## src/rtl/fir_serial_mac.sv

```systemverilog
// rtl/fir_serial_mac.sv - programmable FIR filter using one shared signed MAC over a circular delay line
module fir_serial_mac #(
   parameter int TAPS   = 32,
   parameter int DATA_W = 8,
   parameter int COEF_W = 8,
   parameter int OUT_W  = DATA_W + COEF_W + $clog2(TAPS)
) (
   input  logic                     clock,
   input  logic                     reset,
   input  logic                     coef_wr_en,
   input  logic [$clog2(TAPS)-1:0]  coef_addr,
   input  logic signed [COEF_W-1:0] coef_data,
   input  logic                     in_valid,
   output logic                     in_ready,
   input  logic signed [DATA_W-1:0] Data_In,
   output logic                     out_valid,
   input  logic                     out_ready,
   output logic signed [OUT_W-1:0]  Data_Out,
   output logic                     busy
);
   localparam int AW = $clog2(TAPS);
   localparam int PW = DATA_W + COEF_W;
   localparam logic [AW:0]   TAPS_W = (AW+1)'(TAPS);
   localparam logic [AW-1:0] LAST   = AW'(TAPS - 1);

   typedef enum logic [1:0] {IDLE, MAC, OUT} state_t;
   state_t state, state_nx;

   logic signed [DATA_W-1:0] buf_mem  [TAPS];
   logic signed [COEF_W-1:0] coef_mem [TAPS];
   logic [AW-1:0]            wr_ptr, k, rd_idx, ptr_nx;
   logic signed [OUT_W-1:0]  acc, acc_nx;
   logic signed [PW-1:0]     prod;
   logic                     accept, coef_we, last_tap;

   assign accept   = in_valid && in_ready;
   assign coef_we  = coef_wr_en && (state == IDLE) && ({1'b0, coef_addr} < TAPS_W);
   assign last_tap = (k == LAST);

   // Pointer arithmetic wraps explicitly so TAPS need not be a power of two
   always_comb begin
      ptr_nx = (wr_ptr == LAST) ? '0 : wr_ptr + 1'b1;
      if (wr_ptr >= k)
         rd_idx = wr_ptr - k;
      else
         rd_idx = AW'({1'b0, wr_ptr} + TAPS_W - {1'b0, k});
      prod   = coef_mem[k] * buf_mem[rd_idx];
      acc_nx = acc + OUT_W'(prod);
   end

   always_comb begin
      state_nx  = state;
      in_ready  = 1'b0;
      out_valid = 1'b0;
      busy      = 1'b1;
      unique case (state)
         IDLE: begin
            in_ready = 1'b1;
            busy     = 1'b0;
            if (in_valid) state_nx = MAC;
         end
         MAC: begin
            if (last_tap) state_nx = OUT;
         end
         OUT: begin
            out_valid = 1'b1;
            if (out_ready) state_nx = IDLE;
         end
         default: state_nx = IDLE;
      endcase
   end

   always_ff @(posedge clock or posedge reset) begin
      if (reset) begin
         state    <= IDLE;
         wr_ptr   <= '0;
         k        <= '0;
         acc      <= '0;
         Data_Out <= '0;
         for (int i = 0; i < TAPS; i++) begin
            buf_mem[i]  <= '0;
            coef_mem[i] <= '0;
         end
      end else begin
         state <= state_nx;
         if (coef_we) coef_mem[coef_addr] <= coef_data;
         if (accept) begin
            buf_mem[ptr_nx] <= Data_In;
            wr_ptr          <= ptr_nx;
            acc             <= '0;
            k               <= '0;
         end else if (state == MAC) begin
            acc <= acc_nx;
            // Final sum goes straight to the output register on the last tap
            if (last_tap) Data_Out <= acc_nx;
            else          k        <= k + 1'b1;
         end
      end
   end
endmodule

```

## config.mk

```make
export PLATFORM = sky130hd
export DESIGN_NAME = fir_serial_mac
export DESIGN_NICKNAME = d
export VERILOG_FILES = /design/src/rtl/fir_serial_mac.sv
export SDC_FILE = /design/constraint.sdc
export NUM_CORES = 1
export LEC_CHECK = 0
export CAP_MARGIN = 10
export CORE_ASPECT_RATIO = 1.75
export CORE_MARGIN = 2
export CORE_UTILIZATION = 40
export CTS_BUF_LIST = sky130_fd_sc_hd__clkbuf_8
export CTS_CLUSTER_DIAMETER = 100
export DETAILED_ROUTE_END_ITERATION = 16
export PLACE_DENSITY = 0.64
export SETUP_SLACK_MARGIN = 0.5
export SLEW_MARGIN = 15
export SYNTH_ARGS = -nofsm -noshare
export SYNTH_HDL_FRONTEND = slang
export SYNTH_SLANG_ARGS = --single-unit
export TNS_END_PERCENT = 20
```

## constraint.sdc

```tcl
create_clock -name clock -period 36.8 [get_ports clock]
set_input_delay 5.52 -clock clock [delete_from_list [all_inputs] [get_ports clock]]
set_output_delay 5.52 -clock clock [all_outputs]
set_load 0.01 [all_outputs]
```

==> results of run 1 <==
## cell families after synthesis
| group | after synthesis | synth area share |
|---|---|---|
| multiplexers | 660 | 0.303 |
| AND/OR/NAND/NOR | 286 | 0.0466 |
| flip-flops | 566 | 0.474 |
| buffers and inverters | 242 | 0.0340 |
| XOR/XNOR | 30 | 0.00880 |
| adder cells (fa/ha/maj) | 153 | 0.0877 |
| AO/OA/AOI/OAI | 201 | 0.0451 |
## flip-flops by register name (all words and copies together), names as in the netlist
name / flops
wr_ptr: 5
state: 2
acc: 21
Data_Out: 21
buf_mem: 256
coef_mem: 256
k: 5
## metrics by stage
stage / setup slack, ps / instance area (um2) / std cells
CTS: 27190 / 33000 / 3179
detailed placement: 26370 / 31200 / 3030
global placement: 26640 / 31200 / 3030
finish: 27360 / 33000 / 3180
floorplan: 15450 / 29900 / 2138
global route: 26620 / 33000 / 3180
## layout make-up
| cell class | instances | area (um2) | area share |
|---|---|---|---|
| Clock inverter | 49 | 338 | 0.0102 |
| Sequential cell | 566 | 14200 | 0.430 |
| Antenna cell | 1 | 2.50 | 0.0000759 |
| Tap cell | 938 | 1170 | 0.0356 |
| Inverter | 117 | 447 | 0.0136 |
| Multi-Input combinational cell | 1330 | 14800 | 0.448 |
| Clock buffer | 100 | 1380 | 0.0418 |
| Timing Repair Buffer | 79 | 696 | 0.0211 |
## worst reg2reg max path, delay by kind of cell, from the launching register on
family,cells,cell delay (ps)
muxes,1,520
AOI/OAI and AO/OA,7,1870
buffers and inverters,4,980
xor gates and xnor gates,1,280
adders and majority gates,7,4100
DFF,1,760
and+or+nand+nor,2,270
## cells in the final DEF (no fill, tap or decap), drive strengths merged, types with 10 or more instances in the layout
master,instances
nand3,20
a21oi,47
ha,59
dfrtp,566
and2,23
clkdlybuf4s50,45
xnor2,20
a21o,10
nand2,147
a221oi,12
mux2,513
o21ai,62
fa,94
clkinv,11
mux4,144
nor2,45
a21boi,10
inv,150
buf,34
xor2,10
nor3,10
a311o,12
nand4,12
clkbuf,100
## metal layers
metal  vias to the layer above  GRT usage
met1                      9446      0.220
met3                       160     0.0275
met2                       365      0.386
met5                         -          0
met4                         0      0.102
li1                       7778          -
## worst max-delay path by stage
stage          startpoint            to  slack [ps]  depth (start not counted)
3_5_place_dp        reset  buf_mem[163]       26370                          6
4_1_cts             reset  buf_mem[226]       27190                          6
2_1_floorplan       reset   Data_Out[0]       15450                          1
6_report            reset  buf_mem[180]       27360                          6
5_1_grt             reset  buf_mem[174]       26620                          6
3_3_place_gp        reset  buf_mem[163]       26640                          6
==> flow_summary.toml, run 1 <==
[critical_path]
r2r_start = "k[1]"
crit_top_cell = "buf_4"
critical_path_buf_inv_count = 6
r2r_end = "acc[18]"
reg2reg_depth = 22
startpoint_type = "input pin"
cp.required_ps = 37550
worstPathMaxFanout = 135
cpMaxStageDelayCell = "buf_4"
crit_type = "in -> async"
arrival_ps = 10190
critical_path.endpoint_type = "async pin"
rrSetupSlack_ps = 27820
max_stage_delay_ps = 860
cpLargestDelayFamily = "buffers and inverters"
worstPathCellList = "clkdlybuf4s50_1 > inv_8 > buf_4 > buf_4 > buf_4 > buf_4"

[clock_network]
cts_hold_buf = 0
clock_sinks = 566
clkTransAtPathRegs_ps = 60
cts_resized = 0
cts_tree = "yes"
cts.path.max_buffers = 3
cts-htree-levels = 3
clkLatencyLatePin_ps = 750
cts_setup_buffers = 0
root_buffer = "clkbuf_8"
numCtsBuffers = 83

[placement]
dpl.hpwl_um = 52700
gp_congestion = 0.864
portBuffers = 49

[routing]
wl_met1_um = 27700
postRouteAntennaNets = 0
via_per_inst = 5.58
drt_iter0_markers = 783
highest_layer = "met4"
drt_wl_total_um = 75400
dr.pass1.iters = 6
wl_met2_um = 41800
wl_per_cell_um = 23.7
wl_met3_um = 2420
drc_errors = 0
vias = 17700

[synthesis]
synth.area.top_cells = "dfrtp_1, mux2_2, mux4_2"
yosys_warnings = 0
yosysMostFrequentCell = "dfrtp_1"
synth_top_area_frac = 0.474
synth_top_area_cell = "dfrtp_1"
synth.distinct_cells = 66
syn_area_um2 = 29900
syn_nets = 2317
ys_seq_elements = 566
async_reset_ff_frac = 1.00
yosysSeqAreaShare = 0.474
synth.avg_cell_area_um2 = 14.0
synth_edf_count = 0
synth_cells = 2138
ys.flop_type = "dfrtp_1"
synth_common_cells = "dfrtp_1, mux2_2, mux4_2"

[timing]
skew_ps = 51.6
fin_tns_setup_ps = 0
setup_viol = 0
relSlewSlack = 0.295
period_share = 0.256
fin_crit_ps = 9440
drv_slew = 0
rsz0062_at_grt = "no"
max_slew.worst_pin.slew_ps = 1060
hold_violations = 0
fmax_mhz = 106
hold_ws_ps = 483

[die]
fp.dieW_um = 211
initial_utilization = 0.404
dieArea_um2 = 76900
fp.dieH_um = 365
core-area_um2 = 74000
io-pin-count = 50
row_count = 132

[run_status]
status = "finished, final reports clean"

[cells_and_area]
fin_util = 0.445
n_fill_cell = 6674
syn2layout_area_growth_pct = 10.4
nNetsFinal = 2356
drive_gt1_frac = 0.370

[job]
cap_violations = 0

[hold_path]
min_path_type = "reg -> reg"
min_from = "buf_mem[163]"
whs_endpoint = "buf_mem[163]"
holdPathStages = 1

[global_routing]
first_global_vias = 19900
antenna_found_initial = 1
grt_pass1_wl_um = 118000
globalRouteTotalUtil = 0.204
grt_start_max_net_pins = 136
overflow = 0
Power of run 1 is not shown: default switching activity piles up to over one toggle a cycle in this logic, so the estimate is an artifact.
==> inputs of run 2 (changes only) <==
==> constraint.sdc (replaced) <==
create_clock -name clock -period 9.6 [get_ports clock]
set_input_delay 1.44 -clock clock [delete_from_list [all_inputs] [get_ports clock]]
set_output_delay 1.44 -clock clock [all_outputs]
set_load 0.01 [all_outputs]
==> flow_summary.toml, run 2 (synthesis results as in run 1) <==
[clock_network]
cts_tree = "yes"
clock_sinks = 566
cts_hold_buf = 0
root_buffer = "clkbuf_8"
clkLatencyLatePin_ps = 710
numCtsBuffers = 85
cts.path.max_buffers = 3
cts_setup_buffers = 0
clkTransAtPathRegs_ps = 70
cts-htree-levels = 3
cts_resized = 0

[cells_and_area]
final_cell_mix = "dfrtp_1, mux2_2, mux4_2, nand2_1, inv_1"
fin_util = 0.448
drive_gt1_frac = 0.372
final_common_cell = "dfrtp_1"
reg.largest.list = "buf_mem: 256 flops, coef_mem: 256 flops"
nNetsFinal = 2364
syn2layout_area_growth_pct = 11.0

[global_routing]
grt_pass1_wl_um = 120000
grt_start_max_net_pins = 159
overflow = 0
first_global_vias = 20000
antenna_found_initial = 1
globalRouteTotalUtil = 0.204

[timing]
fin_tns_setup_ps = 0
period_share = 0.879
setup_viol = 0
hold_violations = 0
drv_slew = 0
skew_ps = 39.3
fin_crit_ps = 8440
max_slew.worst_pin.slew_ps = 1160
hold_ws_ps = 483
fmax_mhz = 119
rsz0062_at_grt = "no"
relSlewSlack = 0.224

[routing]
via_per_inst = 5.64
postRouteAntennaNets = 0
wl_per_cell_um = 23.8
drt_wl_total_um = 75700
vias = 18000
drt_iter0_markers = 975
drc_errors = 0
dr.pass1.iters = 6

[die]
dieArea_um2 = 76900
row_count = 132
core-area_um2 = 74000
io-pin-count = 50
fp.dieH_um = 365
initial_utilization = 0.404
fp.dieW_um = 211

[job]
cap_violations = 0

[placement]
portBuffers = 49
gp_congestion = 0.863
dpl.hpwl_um = 53500

[critical_path]
startpoint_type = "flip-flop"
critical_path.endpoint_type = "flip-flop"
cp.required_ps = 10130
reg2reg_depth = 22
worstPathMaxFanout = 33
arrival_ps = 8970
crit_type = "reg -> reg"

[hold_path]
min_path_type = "reg -> reg"
holdPathStages = 1

[run_status]
status = "finished, final reports clean"
## run 2: cell count changes in the layout (fill, tap and decap cells not counted), moves of 2 or more
| cell | before | now |
|---|---|---|
| clkbuf_8 | 100 | 108 |
| inv_1 | 143 | 136 |
| clkinv_2 | 10 | 4 |
| buf_12 | 0 | 5 |
| buf_2 | 4 | 2 |
| clkdlybuf4s50_1 | 45 | 47 |
## run 2: per-stage QoR
step / cell area (um2) / std cells / setup slack [ps]
2_1_floorplan: 29900 / 2138 / 452
6_report: 33100 / 3183 / 1160
3_3_place_gp: 31300 / 3036 / 1280
5_1_grt: 33100 / 3182 / 850
3_5_place_dp: 31300 / 3036 / 1090
4_1_cts: 33100 / 3181 / 1070
## run 2: critical path, cell delays in order, from the launching register on
cell and delay, ps:
dfrtp_1 430, inv_1 190, ha_4 160, inv_1 40
fa_4 1180, buf_12 320, mux4_2 230, nand2_1 50
nand4_1 280, o211ai_1 260, a21oi_2 920, fa_1 580
fa_1 510, fa_1 570, fa_1 430, ha_1 290
ha_1 340, o21a_1 130, o21ai_1 80, or2_2 310
or4b_1 500, a21boi_0 300, o31ai_1 120
## run 2: worst paths after layout
kind | from | end | slack, ps
max reg2reg | wr_ptr[0] | acc[19] | 1160
min | buf_mem[160] | buf_mem[160] | 480
max | wr_ptr[0] | acc[19] | 1160
min in group asynchronous | reset | coef_mem[187] | 1210
max in group asynchronous | reset | Data_Out[12] | 6070
min reg2reg | buf_mem[160] | buf_mem[160] | 480
## run 2: layout make-up
type,instances,area [um2]
Inverter,117,443
Tap cell,938,1170
Sequential cell,566,14200
Timing Repair Buffer,85,813
Fill cell,6650,40900
Clock buffer,108,1490
Multi-Input combinational cell,1330,14700
Clock inverter,37,314
Antenna cell,2,5.00
## run 2: routing by layer
layer / track usage / routed length, um / up-vias
li1: - / - / 7791
met1: 0.222 / 27600 / 9573
met2: 0.387 / 41900 / 412
met3: 0.0263 / 2450 / 177
met4: 0.100 / 3760 / 0
met5: 0 / 0 / -
Power of run 2 is left out for the same reason.
